`src/rtl/level_update_arbiter.sv`:
```
// Three-channel level mixer. Buffered inc/dec events share one saturating adder through a
// round-robin arbiter. Shadow levels are copied to the duty outputs only on frame_start.
module level_update_arbiter #(
    parameter int WIDTH  = 8,
    parameter int STEP   = 1,
    parameter int PEND_W = 4,
    parameter int WRAP   = 0
) (
    input  logic               clk,
    input  logic               reset,
    input  logic [2:0]         inc,
    input  logic [2:0]         dec,
    input  logic               frame_start,
    output logic [3*WIDTH-1:0] level_o,
    output logic [2:0]         grant,
    output logic               busy,
    output logic [2:0]         drop
);

    typedef logic [PEND_W-1:0] pend_t;
    typedef logic [WIDTH-1:0]  lvl_t;

    localparam logic [PEND_W:0] P_ONE   = {{PEND_W{1'b0}}, 1'b1};
    localparam logic [WIDTH:0]  STEP_X  = (WIDTH+1)'(STEP);
    localparam lvl_t            LVL_MAX = {WIDTH{1'b1}};
    localparam lvl_t            LVL_MIN = {WIDTH{1'b0}};

    pend_t              pend_q   [3];
    pend_t              pend_d   [3];
    lvl_t               shadow_q [3];
    lvl_t               shadow_d [3];
    logic [3*WIDTH-1:0] level_q, level_d;
    logic [2:0]         drop_q, drop_d;
    logic [1:0]         last_q, last_d;
    logic [2:0]         cand_s;
    logic [2:0]         grant_s;
    logic [PEND_W:0]    pend_x_s, retired_s, next_s;

    // Search order starts one past the previous winner.
    function automatic logic [2:0] rr_pick(input logic [2:0] cand, input logic [1:0] last);
        logic [2:0] g;
        g = 3'b000;
        case (last)
            2'd0: begin
                if (cand[1]) g = 3'b010;
                else if (cand[2]) g = 3'b100;
                else if (cand[0]) g = 3'b001;
                else g = 3'b000;
            end
            2'd1: begin
                if (cand[2]) g = 3'b100;
                else if (cand[0]) g = 3'b001;
                else if (cand[1]) g = 3'b010;
                else g = 3'b000;
            end
            default: begin
                if (cand[0]) g = 3'b001;
                else if (cand[1]) g = 3'b010;
                else if (cand[2]) g = 3'b100;
                else g = 3'b000;
            end
        endcase
        return g;
    endfunction

    function automatic logic [1:0] grant_idx(input logic [2:0] g, input logic [1:0] last);
        logic [1:0] idx;
        case (g)
            3'b001:  idx = 2'd0;
            3'b010:  idx = 2'd1;
            3'b100:  idx = 2'd2;
            default: idx = last;
        endcase
        return idx;
    endfunction

    // WIDTH+1 bit arithmetic; the carry/borrow bit flags an out-of-range result.
    function automatic lvl_t shadow_step(input lvl_t cur, input logic down);
        logic [WIDTH:0] s;
        lvl_t           r;
        if (down) s = {1'b0, cur} - STEP_X;
        else      s = {1'b0, cur} + STEP_X;
        if (s[WIDTH] && (WRAP == 32'sd0)) r = down ? LVL_MIN : LVL_MAX;
        else                              r = s[WIDTH-1:0];
        return r;
    endfunction

    assign grant   = grant_s;
    assign busy    = |cand_s;
    assign level_o = level_q;
    assign drop    = drop_q;

    // Arbitration, pending bookkeeping, shadow update and frame load.
    always_comb begin
        pend_x_s  = {(PEND_W+1){1'b0}};
        retired_s = {(PEND_W+1){1'b0}};
        next_s    = {(PEND_W+1){1'b0}};
        drop_d    = 3'b000;
        for (int c = 0; c < 3; c++) begin
            cand_s[c] = |pend_q[c];
        end
        grant_s = rr_pick(cand_s, last_q);
        last_d  = grant_idx(grant_s, last_q);
        for (int c = 0; c < 3; c++) begin
            pend_x_s = {pend_q[c][PEND_W-1], pend_q[c]};
            if (grant_s[c]) begin
                if (pend_q[c][PEND_W-1]) retired_s = pend_x_s + P_ONE;
                else                     retired_s = pend_x_s - P_ONE;
                shadow_d[c] = shadow_step(shadow_q[c], pend_q[c][PEND_W-1]);
            end else begin
                retired_s   = pend_x_s;
                shadow_d[c] = shadow_q[c];
            end
            if (inc[c] && !dec[c])      next_s = retired_s + P_ONE;
            else if (dec[c] && !inc[c]) next_s = retired_s - P_ONE;
            else                        next_s = retired_s;
            // Top two bits disagree only when the new event pushed past the signed range.
            if (next_s[PEND_W] != next_s[PEND_W-1]) begin
                pend_d[c] = retired_s[PEND_W-1:0];
                drop_d[c] = 1'b1;
            end else begin
                pend_d[c] = next_s[PEND_W-1:0];
                drop_d[c] = 1'b0;
            end
        end
        if (frame_start) level_d = {shadow_q[2], shadow_q[1], shadow_q[0]};
        else             level_d = level_q;
    end

    // State registers; last winner resets to channel 2 so channel 0 is served first.
    always_ff @(posedge clk) begin
        if (reset) begin
            for (int c = 0; c < 3; c++) begin
                pend_q[c]   <= {PEND_W{1'b0}};
                shadow_q[c] <= {WIDTH{1'b0}};
            end
            level_q <= {(3*WIDTH){1'b0}};
            drop_q  <= 3'b000;
            last_q  <= 2'd2;
        end else begin
            for (int c = 0; c < 3; c++) begin
                pend_q[c]   <= pend_d[c];
                shadow_q[c] <= shadow_d[c];
            end
            level_q <= level_d;
            drop_q  <= drop_d;
            last_q  <= last_d;
        end
    end

endmodule
```
`config.mk`:
```
export PLATFORM = sky130hd
export DESIGN_NAME = level_update_arbiter
export DESIGN_NICKNAME = d
export VERILOG_FILES = /design/src/rtl/level_update_arbiter.sv
export SDC_FILE = /design/constraint.sdc
export NUM_CORES = 1
export LEC_CHECK = 0
export ABC_AREA = 0
export BUFFER_PORTS_ARGS = -buffer_cell sky130_fd_sc_hd__buf_2
export CORE_ASPECT_RATIO = 0.8
export CORE_UTILIZATION = 39
export DETAILED_ROUTE_END_ITERATION = 7
export HOLD_SLACK_MARGIN = 0.06
export SLEW_MARGIN = 20
export SYNTH_ARGS = -nofsm -noshare
export SYNTH_HDL_FRONTEND = slang
export SYNTH_SLANG_ARGS = --single-unit
export TNS_END_PERCENT = 100
```
`constraint.sdc`:
```
create_clock -name clk -period 9 [get_ports clk]
set_clock_uncertainty 0.2 [all_clocks]
set_input_delay 2.25 -clock clk [delete_from_list [all_inputs] [get_ports clk]]
set_output_delay 2.25 -clock clk [all_outputs]
set_load 0.01 [all_outputs]
```
# Word-level counts from Yosys, hierarchy flattened
# Memory sizes are Yosys's and may differ from the RTL's.
# Cells that the tools add are included.
[word_totals]
inputBits = 9
memories = 2
output_inout_bits = 31
regBits = 29
ram_bits = 36
[classes]
n_mux = 53
reduce_logical = 18
add_sub_neg = 18
eq_ne = 7
bitwise_logic = 6
[memory_table]
columns = ["memory", "depth", "width", "read_ports", "rd_ports_with_merged_regs", "write_ports", "line", "rtl"]
rows = [
  ["shadow_q", 3, 8, 3, 0, 3, "30", "lvl_t shadow_q [3];"],
  ["pend_q", 3, 4, 3, 0, 3, "28", "pend_t pend_q [3];"],
]
[ops]
columns = ["cell", "count"]
rows = [
  ["2-to-1 mux 8 bit", 12],
  ["2-to-1 mux 5 bit", 12],
  ["2-to-1 mux 9 bit", 6],
  ["adder 8 x 1 -> 9 bit (second input constant)", 3],
  ["subtractor 8 x 1 -> 9 bit (second input constant)", 3],
  ["2-to-1 mux 4 bit", 6],
  ["2-to-1 mux 3 bit", 6],
  ["adder 4 x 2 -> 5 bit (second input constant)", 3],
  ["adder 5 x 1 -> 5 bit (second input constant)", 3],
  ["subtractor 4 x 2 -> 5 bit (second input constant)", 3],
  ["subtractor 5 x 1 -> 5 bit (second input constant)", 3],
  ["OR reduction 12 bit", 1],
  ["OR reduction 4 bit", 3],
  ["2-to-1 mux 1 bit", 7],
  ["logical AND 1 bit", 6],
  ["logical NOT 1 bit", 6],
  ["OR 1 bit", 6],
  ["one-hot mux 2 bit (3 select lines)", 1],
  ["one-hot mux 3 bit (2 select lines)", 1],
  ["2-to-1 mux 2 bit", 2],
  ["== test 3 x 1 -> 1 bit (second input constant)", 1],
  ["== test 3 x 2 -> 1 bit (second input constant)", 1],
  ["== test 3 bit (second input constant)", 1],
  ["inequality test 1 bit", 3],
  ["3 further kinds", 3],
]

# Logic depth before layout (Yosys ltp)
# Gate-level depths: netlist (run 1).
# An unclocked memory read counts as a cell.
[depth]
ltp_word = 13
depth_mapped = 19

# Worst setup path after synthesis (run 1)
# OpenSTA, ideal clock, no wires.
[synth_path]
kind = "flip-flop to output port"
start = "memory pend_q[0][3] in the netlist's numbering"
end = "output grant[2]"
setup_slack_ps = 4187
required_ps = 6550
path_stages_with_launch = 10
n_path_buf = 3
arrival_ps = 2363
path_cell_list = "dfxtp_1 -> clkbuf_1 -> inv_1 -> ha_1 -> or3b_2 -> o21ai_2 -> nand2_2 -> buf_2 -> inv_1 -> clkbuf_1"
[synth_rtl]
columns = ["element", "line", "rtl"]
rows = [
  ["start: declaration", "28", ""],
  ["end: declaration", "15", "output logic [2:0] grant,"],
]

==> impl_metrics.json, run 1 <==
{
  "htreeDepth": 3,
  "worstReg2RegEnd": "pend_q[0][4]$_SDFF_PP0_",
  "finalNetCount": 695,
  "setup.worst_path.end_class": "output port",
  "cts_hold_buf": 0,
  "grt_pass1_vias": 4062,
  "placed_cells": 801,
  "holdWs_ns": 0.2780,
  "syn-num-nets": 674,
  "die_y_um": 103.6,
  "postSynthAreaPerCell_um2": 8.121,
  "synth_largest_area_cell": "dfxtp_1",
  "synth_top_area_share_pct": 25.84,
  "initial_utilization_pct": 40.65,
  "final_common_cell": "nor2_1",
  "clockBufferDepth": 2,
  "finalSetupTns_ns": 0,
  "place_area_um2": 5301,
  "place.gp.congestion": 0.8688,
  "critPathLaunchType": "flip-flop",
  "min_period_ns": 5.699,
  "drc": 0,
  "num_antenna_cells": 0,
  "die_w_um": 129.0,
  "ys_ff_latch": 65,
  "grt_util_all_layers_pct": 17.19,
  "netlist_area_um2": 5035,
  "min_delay_path_depth": 2,
  "worstPathRequired_ns": 6.55,
  "max-vdd-ir-drop_mv": 0.1467,
  "viasPerCell": 5.364,
  "synth-edff-count": 0,
  "cp_max_fo": 28,
  "path_class": "reg -> out",
  "setup_viol_count_final": 0,
  "async_flop_share_pct": 0,
  "clk_latency_ns": 0.33,
  "p_leak_uw": 0.002339,
  "yosysWarnings": 0,
  "finalHoldViolations": 0,
  "clk_pin_slew_ns": 0.06,
  "ios": 40,
  "dr_total_vias": 4382,
  "status": "finished, final reports clean",
  "stdcell_count": 817,
  "syn-instance-count": 620,
  "cts_setup_buffers": 0,
  "area_growth_pct": 11.11,
  "dieArea_um2": 13370,
  "fillCellCount": 1249,
  "synth_top_cells_by_area": "dfxtp_1 (26%), ha_1 (8.9%), nor2_1 (7.1%), mux2i_1 (6.6%), o21ai_0 (3.7%)",
  "timing.final.crit_share_pct": 63.32,
  "drt_first_pass_iters": 5,
  "drt-total-wl_um": 11150,
  "worstHoldStart": "shadow_q[0][15]$_SDFFE_PP0N_",
  "fmax_mhz": 175.5,
  "antenna_found_initial": 0,
  "post_cts_resized": 0,
  "grt_first_pass_wirelength_um": 18820,
  "ys_seq_area_share_pct": 25.84,
  "final_layout_size_suffix_gt1_share_pct": 12.54,
  "worst_hold_path.endpoint": "shadow_q[0][15]$_SDFFE_PP0N_",
  "post_drt_wl_per_cell_um": 13.65,
  "ys_types": 82,
  "hold_class": "reg -> reg",
  "antenna_left": 0,
  "rr_startpoint": "pend_q[0][3]$_SDFF_PP0_",
  "power_density_nw_per_um2": 382.8,
  "core_um2": 12390,
  "numPortBuffers": 39,
  "numCtsBuffers": 9,
  "grt_max_degree": 78,
  "drt_iter0_markers": 211,
  "maxCapViolations": 0,
  "core.rowCount": 36,
  "overflow": 0,
  "arrival_ns": 3.25,
  "cts_root_buf": "clkbuf_16",
  "regToRegSetupSlack_ns": 3.83,
  "worst_slew_pin_slew_ns": 0.9762,
  "mostFrequentLayoutCells": "nor2_1 (95), dfxtp_1 (65), inv_1 (41)",
  "synth_top_flop_cell": "dfxtp_1",
  "hpwl_um": 7996,
  "cts_tree": "done",
  "cts.sinks": 65,
  "design_area_um2": 5594,
  "reg2regPathDepth": 17,
  "slew_violations": 0,
  "rsz0062_at_grt": "false",
  "relSlewSlack_pct": 34.83
}
## synthesized netlist by cell type (7+ instances only)
library cell   n
nor2_1        95
dfxtp_1       65
inv_1         41
o21ai_0       37
ha_1          36
a21oi_1       35
nand2_1       34
mux2i_1       33
a211oi_1      21
clkbuf_1      20
nor3_1        13
nand2b_1      12
xnor2_1       12
fa_1           9
nand3_1        9
nor2b_1        8
a21o_1         7
xor2_1         7
## cell type report
class	instances	area (um^2)	area share [%]
repair buffers	40	202.7	3.623
clock inverters	4	26.28	0.4697
well taps	171	214.0	3.825
inverters	44	167.7	2.997
multi-input cells	481	3416	61.06
flip-flops and latches	65	1301	23.26
clock buffers	12	266.5	4.764
## routing by layer
| layer | track usage [%] | share of wire (%) | wire (um) | up-vias |
|---|---|---|---|---|
| li1 | - | - | - | 2264 |
| met1 | 23.31 | 50 | 5616 | 2019 |
| met2 | 27.53 | 45 | 5019 | 86 |
| met3 | 3.616 | 3.7 | 417 | 13 |
| met4 | 4.370 | 0.91 | 102 | 0 |
| met5 | 0 | 0 | 0 | - |
## sequential cells by signal, summed over array words and instances (netlist names)
register	cells
shadow_q	24
pend_q	12
level_o	24
drop	3
last_q	2
## how the worst max path moves through the flow
stage / from / to / slack, ns
finish: pend_q[0][3]$_SDFF_PP0_ / grant[1] / 3.30
global route: pend_q[0][3]$_SDFF_PP0_ / grant[1] / 3.07
CTS: pend_q[0][3]$_SDFF_PP0_ / grant[1] / 3.29
detailed placement: pend_q[0][3]$_SDFF_PP0_ / grant[1] / 3.64
global placement: pend_q[0][3]$_SDFF_PP0_ / grant[1] / 3.77
floorplan: pend_q[0][3]$_SDFF_PP0_ / grant[2] / 4.19
## where the power goes
group / switching (uW) / total (uW) / internal, uW
clock network: 129 / 337 / 208
logic: 770 / 1330 / 560
registers: 103 / 474 / 372
total: 1000 / 2140 / 1140
## stage by stage
stage / power [uW] / setup WS, ns / util (%)
2_1_floorplan: 1544 / 4.187 / -
3_3_place_gp: 1765 / 3.770 / 42.80
3_5_place_dp: 1801 / 3.644 / 42.80
4_1_cts: 2150 / 3.289 / 45.16
5_1_grt: 2351 / 3.072 / 45.16
6_report: 2141 / 3.301 / 45.16
## critical path: stages, from the launching register on
cell     delay, ns
dfxtp_1       0.96
inv_1         0.33
ha_1          0.30
nor3b_1       0.16
o21ai_1       0.19
a21o_1        0.49
inv_2         0.27
buf_2         0.21
## cells by family after synthesis
group	count (synthesis)	synth area share, %
mux	39	8.573
flops	65	25.84
xor+xnor	20	3.628
buf+inv	74	6.312
simple gates	209	20.28
fa+ha+maj	50	13.52
compound gates	163	21.84
No activity file was read; power rests on OpenSTA's default activity.
==> inputs of run 2 (changes only) <==
==> constraint.sdc (replaced) <==
create_clock -name clk -period 5.4 [get_ports clk]
set_clock_uncertainty 0.2 [all_clocks]
set_input_delay 1.35 -clock clk [delete_from_list [all_inputs] [get_ports clk]]
set_output_delay 1.35 -clock clk [all_outputs]
set_load 0.01 [all_outputs]
==> run 2 against run 1 <==
Net effect:
- via count up 0.11%
- worst setup slack worse by 2.1 ns
- worst hold slack improved by 0.0019 ns
- sequential cell count did not move
- combinational power rose by 72%
- register-to-register slack worse by 2.6 ns
- core utilization grew 0.39 points
- first-iteration DRC count up 22%
- critical endpoint is now pend_q[0][4]$_SDFF_PP0_
- largest cell class unchanged
- largest power group unchanged
- highest routed layer unchanged
==> impl_metrics.json, run 2 (synthesized netlist as in run 1, its figures left out) <==
{
  "mostFrequentLayoutCells": "nor2_1 (95), dfxtp_1 (65), inv_1 (41)",
  "path_class": "reg -> reg",
  "cts_hold_buf": 0,
  "drt_first_pass_iters": 5,
  "dr_total_vias": 4387,
  "place.gp.congestion": 0.8961,
  "overflow": 0,
  "core.rowCount": 36,
  "maxCapViolations": 0,
  "cts_root_buf": "clkbuf_16",
  "post_drt_wl_per_cell_um": 13.78,
  "setup_ws_ns": 1.200,
  "rsz0062_at_grt": "false",
  "crit_start": "pend_q[0][11]$_SDFF_PP0_",
  "arrival_ns": 4.22,
  "antenna_found_initial": 0,
  "setup_viol_count_final": 0,
  "fillCellCount": 1228,
  "min_period_ns": 4.200,
  "cp_max_fo": 15,
  "core_um2": 12390,
  "htreeDepth": 3,
  "num_antenna_cells": 0,
  "final_layout_size_suffix_gt1_share_pct": 13.34,
  "totalPowerFinal_uw": 3619,
  "hpwl_um": 8184,
  "relSlewSlack_pct": 49.74,
  "numPortBuffers": 39,
  "worstPathRequired_ns": 5.42,
  "clockBufferDepth": 2,
  "p_leak_uw": 0.002373,
  "dieArea_um2": 13370,
  "drt_iter0_markers": 258,
  "finalSetupTns_ns": 0,
  "grt_first_pass_wirelength_um": 19710,
  "viasPerCell": 5.330,
  "finalHoldViolations": 0,
  "die_w_um": 129.0,
  "clk_pin_slew_ns": 0.05,
  "post_cts_resized": 0,
  "drc": 0,
  "area_growth_pct": 12.08,
  "fmax_mhz": 238.1,
  "holdWs_ns": 0.2799,
  "antenna_left": 0,
  "place_ws_ns": 1.268,
  "status": "finished, final reports clean",
  "die_y_um": 103.6,
  "hold_class": "reg -> reg",
  "cts.sinks": 65,
  "numCtsBuffers": 9,
  "cts_tree": "done",
  "grt_pass1_vias": 4195,
  "drt-total-wl_um": 11340,
  "finalNetCount": 701,
  "final_common_cell": "nor2_1",
  "worst_slew_pin_slew_ns": 0.7539,
  "max-vdd-ir-drop_mv": 0.2742,
  "initial_utilization_pct": 40.65,
  "grt_util_all_layers_pct": 17.99,
  "cts_setup_buffers": 0,
  "rr_startpoint": "pend_q[0][11]$_SDFF_PP0_",
  "ios": 40,
  "critPathLaunchType": "flip-flop",
  "timing.final.crit_share_pct": 77.77,
  "power_density_nw_per_um2": 641.4,
  "grt_max_degree": 42,
  "setup.worst_path.end_class": "flip-flop",
  "clk_latency_ns": 0.33,
  "slew_violations": 0,
  "worstHoldStart": "shadow_q[0][15]$_SDFFE_PP0N_"
}
run 2: cell types whose count changed in the layout (fill, tap and decap cells not counted):
| cell | previous run | this run |
|---|---|---|
| clkinv_4 | 1 | 0 |
| clkbuf_8 | 3 | 1 |
| bufinv_16 | 0 | 1 |
| buf_4 | 1 | 7 |
| clkinv_2 | 2 | 4 |
run 2: worst paths after layout:
| kind | end | slack [ns] | depth (start not counted) |
|---|---|---|---|
| worst min register to register | shadow_q[0][15]$_SDFFE_PP0N_ | 0.28 | 2 |
| worst max register to register | pend_q[0][4]$_SDFF_PP0_ | 1.20 | 16 |
| worst min-delay path | shadow_q[0][15]$_SDFFE_PP0N_ | 0.28 | 2 |
| worst max-delay path | pend_q[0][4]$_SDFF_PP0_ | 1.20 | 16 |
run 2: routing by layer:
metal | vias up | wire length, um | GRT usage, %
li1 | 2260 | - | -
met1 | 2033 | 5754 | 25.23
met2 | 81 | 4991 | 27.76
met3 | 13 | 492 | 3.874
met4 | 0 | 106 | 4.538
met5 | - | 0 | 0
run 2: per-stage QoR:
stage / util [%] / cells / area [um^2]
floorplan: - / 620 / 5035
global placement: 43.16 / 807 / 5346
detailed placement: 43.16 / 807 / 5346
CTS: 45.56 / 823 / 5643
global route: 45.56 / 823 / 5643
finish: 45.56 / 823 / 5643
run 2: area by class of cell:
class	count	area (um^2)	share of cell area [%]
well taps	171	214.0	3.792
repair buffers	46	247.7	4.390
multi-input cells	481	3416	60.53
clock buffers	10	239.0	4.235
flip-flops and latches	65	1301	23.06
clock inverters	6	57.56	1.020
inverters	44	167.7	2.971
run 2: power breakdown:
part           internal [uW]  leakage (uW)  switching, uW
Combinational            955       0.00169           1340
Sequential               619      0.000533            127
Clock                    366      0.000148            214
run 2: critical path, cell delays in order (launching register included):
cell	delay [ns]
dfxtp_1	0.30
inv_1	0.19
ha_1	0.23
nor3b_4	0.37
o21ai_1	0.21
a21o_1	0.22
inv_2	0.25
o21ai_0	0.20
inv_1	0.10
ha_1	0.23
nor3b_1	0.19
o21ai_0	0.12
and2_1	0.18
o21ai_0	0.43
nor3_1	0.11
o22ai_1	0.20
mux2_1	0.35
==> inputs of run 3 (changes only) <==
==> constraint.sdc (replaced) <==
create_clock -name clk -period 3.8 [get_ports clk]
set_clock_uncertainty 0.2 [all_clocks]
set_input_delay 0.95 -clock clk [delete_from_list [all_inputs] [get_ports clk]]
set_output_delay 0.95 -clock clk [all_outputs]
set_load 0.01 [all_outputs]
==> run 3 against run 2 <==
Net effect:
- design area increased by 4.3%
- die area did not move
- register-to-register slack worse by 1.1 ns
- critical endpoint is now pend_q[0][8]$_SDFF_PP0_
==> impl_metrics.json, run 3 (synthesized netlist as in run 1, its figures left out) <==
{
  "status": "finished, final reports clean",
  "antenna_left": 0,
  "dr_total_vias": 4453,
  "numCtsBuffers": 9,
  "pwr-share-comb_pct": 64.8,
  "hold_class": "reg -> reg",
  "cpMaxStageDelayCell": "or3b_4",
  "max-vdd-ir-drop_mv": 0.3415,
  "dieArea_um2": 13370,
  "critPathLaunchType": "flip-flop",
  "place_ws_ns": 0.08357,
  "relSlewSlack_pct": 48.16,
  "arrival_ns": 3.68,
  "mostFrequentLayoutCells": "nor2_1 (94), dfxtp_1 (60), buf_2 (39)",
  "crit_start": "pend_q[0][7]$_SDFF_PP0_",
  "final_layout_size_suffix_gt1_share_pct": 18.47,
  "met2_usage_pct": 27.57,
  "worst_slew_pin_slew_ns": 0.7776,
  "power.switching_uw": 2487,
  "fmax_mhz": 273.4,
  "final_util_pct": 47.52,
  "grt.met1_usage_pct": 24.98,
  "grt_util_all_layers_pct": 17.77,
  "setup_ws_ns": 0.1426,
  "drt-total-wl_um": 11430,
  "totalPowerFinal_uw": 5535,
  "worstPathRequired_ns": 3.82,
  "finalNetCount": 716,
  "cts.sinks": 65,
  "core.rowCount": 36,
  "finalHoldViolations": 0,
  "initial_utilization_pct": 40.65,
  "ios": 40,
  "p_sw_share_pct": 44.93,
  "clk_pin_slew_ns": 0.06,
  "met3_usage_pct": 3.357,
  "drc": 0,
  "endpoint": "pend_q[0][8]$_SDFF_PP0_",
  "path_class": "reg -> reg",
  "die_w_um": 129.0,
  "top_usage_layer": "met2",
  "antenna_found_initial": 0,
  "p_leak_uw": 0.002468,
  "final_common_cell": "nor2_1",
  "viasPerCell": 5.320,
  "numPortBuffers": 39,
  "drt_iter0_markers": 264,
  "setup.worst_path.end_class": "flip-flop",
  "regToRegSetupSlack_ns": 0.14,
  "reg2regPathDepth": 16,
  "overflow": 0,
  "cp_max_fo": 8,
  "cts_root_buf": "clkbuf_16",
  "power_density_nw_per_um2": 940.3,
  "num_antenna_cells": 0,
  "htreeDepth": 3,
  "core_um2": 12390,
  "place_area_um2": 5455,
  "worstReg2RegEnd": "pend_q[0][8]$_SDFF_PP0_",
  "clockBufferDepth": 2,
  "power.share.clock_pct": 15.9,
  "cts_hold_buf": 0,
  "min_period_ns": 3.657,
  "grt_pass1_vias": 4096,
  "rr_startpoint": "pend_q[0][7]$_SDFF_PP0_",
  "finalSetupTns_ns": 0,
  "pwr-share-seq_pct": 19.3,
  "maxCapViolations": 0,
  "clk_latency_ns": 0.33,
  "drt_first_pass_iters": 5,
  "design_area_um2": 5886,
  "internal_power_uw": 3048,
  "crit_chain": "clkinv_4, ha_4, or3b_4, o21ai_4, nand2_4, nor2_2, a21oi_1, inv_1, ha_1, nand2_2, a2111o_1, o41a_1, a211o_1, nand3_4, mux2i_4, mux2_4",
  "critPathMaxStageDelay_ns": 0.41,
  "cts_tree": "done",
  "die_y_um": 103.6,
  "grt_first_pass_wirelength_um": 19380,
  "hpwl_um": 8169,
  "timing.final.crit_share_pct": 96.25,
  "slew_violations": 0,
  "grt_max_degree": 44,
  "post_drt_wl_per_cell_um": 13.66,
  "place.gp.congestion": 0.9334,
  "area_growth_pct": 16.90,
  "setup_viol_count_final": 0
}
==> run 3: cell count changes in the layout (fill, tap and decap cells not counted), sizes merged <==
| cell | before | now |
|---|---|---|
| buf | 46 | 61 |
| clkbuf | 10 | 12 |
| clkinv | 4 | 2 |
| bufinv | 1 | 2 |
| clkinvlp | 1 | 0 |
| inv | 44 | 43 |
==> run 3: final cells by class <==
class | count | area (um^2)
clock buffer | 12 | 246.5
multi-input combinational | 481 | 3515
fill | 1202 | 6501
timing repair buffer | 61 | 360.3
sequential | 65 | 1308
inverter | 44 | 177.7
tap | 171 | 214.0
clock inverter | 3 | 65.06
==> run 3: power by group through the flow <==
stage                     Sequential (uW)  Clock (uW)  Combinational, uW
after global placement               1070           0               3310
after global routing                 1100         933               4050
after CTS                            1060         908               3410
after detailed placement             1070           0               3390
final                                1070         878               3590
after floorplan                      1060           0               2650
==> run 3: stage by stage <==
| stage | std cells | hold WS [ns] |
|---|---|---|
| global placement | 818 | 0.2661 |
| finish | 837 | 0.2837 |
| floorplan | 620 | 0.2489 |
| detailed placement | 818 | 0.2760 |
| CTS | 833 | 0.2887 |
| global route | 837 | 0.3072 |
==> run 3: layer usage <==
layer | part of all wire, % | vias to the layer above
met3 | 3.1 | 13
met5 | 0 | -
met2 | 45 | 76
met4 | 0.70 | 0
li1 | - | 2294
met1 | 51 | 2070
==> run 3: worst min-delay path by stage <==
stage,start,endpoint,slack (ns),cells past startpoint
3_5_place_dp,level_o[16]$_SDFFE_PP0P_,level_o[16]$_SDFFE_PP0P_,0.28,2
2_1_floorplan,shadow_q[0][15]$_SDFFE_PP0N_,shadow_q[0][15]$_SDFFE_PP0N_,0.25,2
4_1_cts,level_o[16]$_SDFFE_PP0P_,level_o[16]$_SDFFE_PP0P_,0.29,2
6_report,level_o[16]$_SDFFE_PP0P_,level_o[16]$_SDFFE_PP0P_,0.28,2
3_3_place_gp,level_o[5]$_SDFFE_PP0P_,level_o[5]$_SDFFE_PP0P_,0.27,2
5_1_grt,level_o[8]$_SDFFE_PP0P_,level_o[8]$_SDFFE_PP0P_,0.31,2
==> run 3: repair_timing <==
item | in CTS | in global routing
setup buffers | 0 | 4
gates resized for setup | 0 | 26
endpoints found under the setup margin | 0 | 9
==> run 3: worst max-delay path, delay by kind of cell, from the launching register on <==
family          cells  cell delay (ns)
compound gates      5             1.19
mux                 2             0.58
simple gates        5             0.77
flops               1             0.33
fa+ha+maj           2             0.30
buf+inv             2             0.17
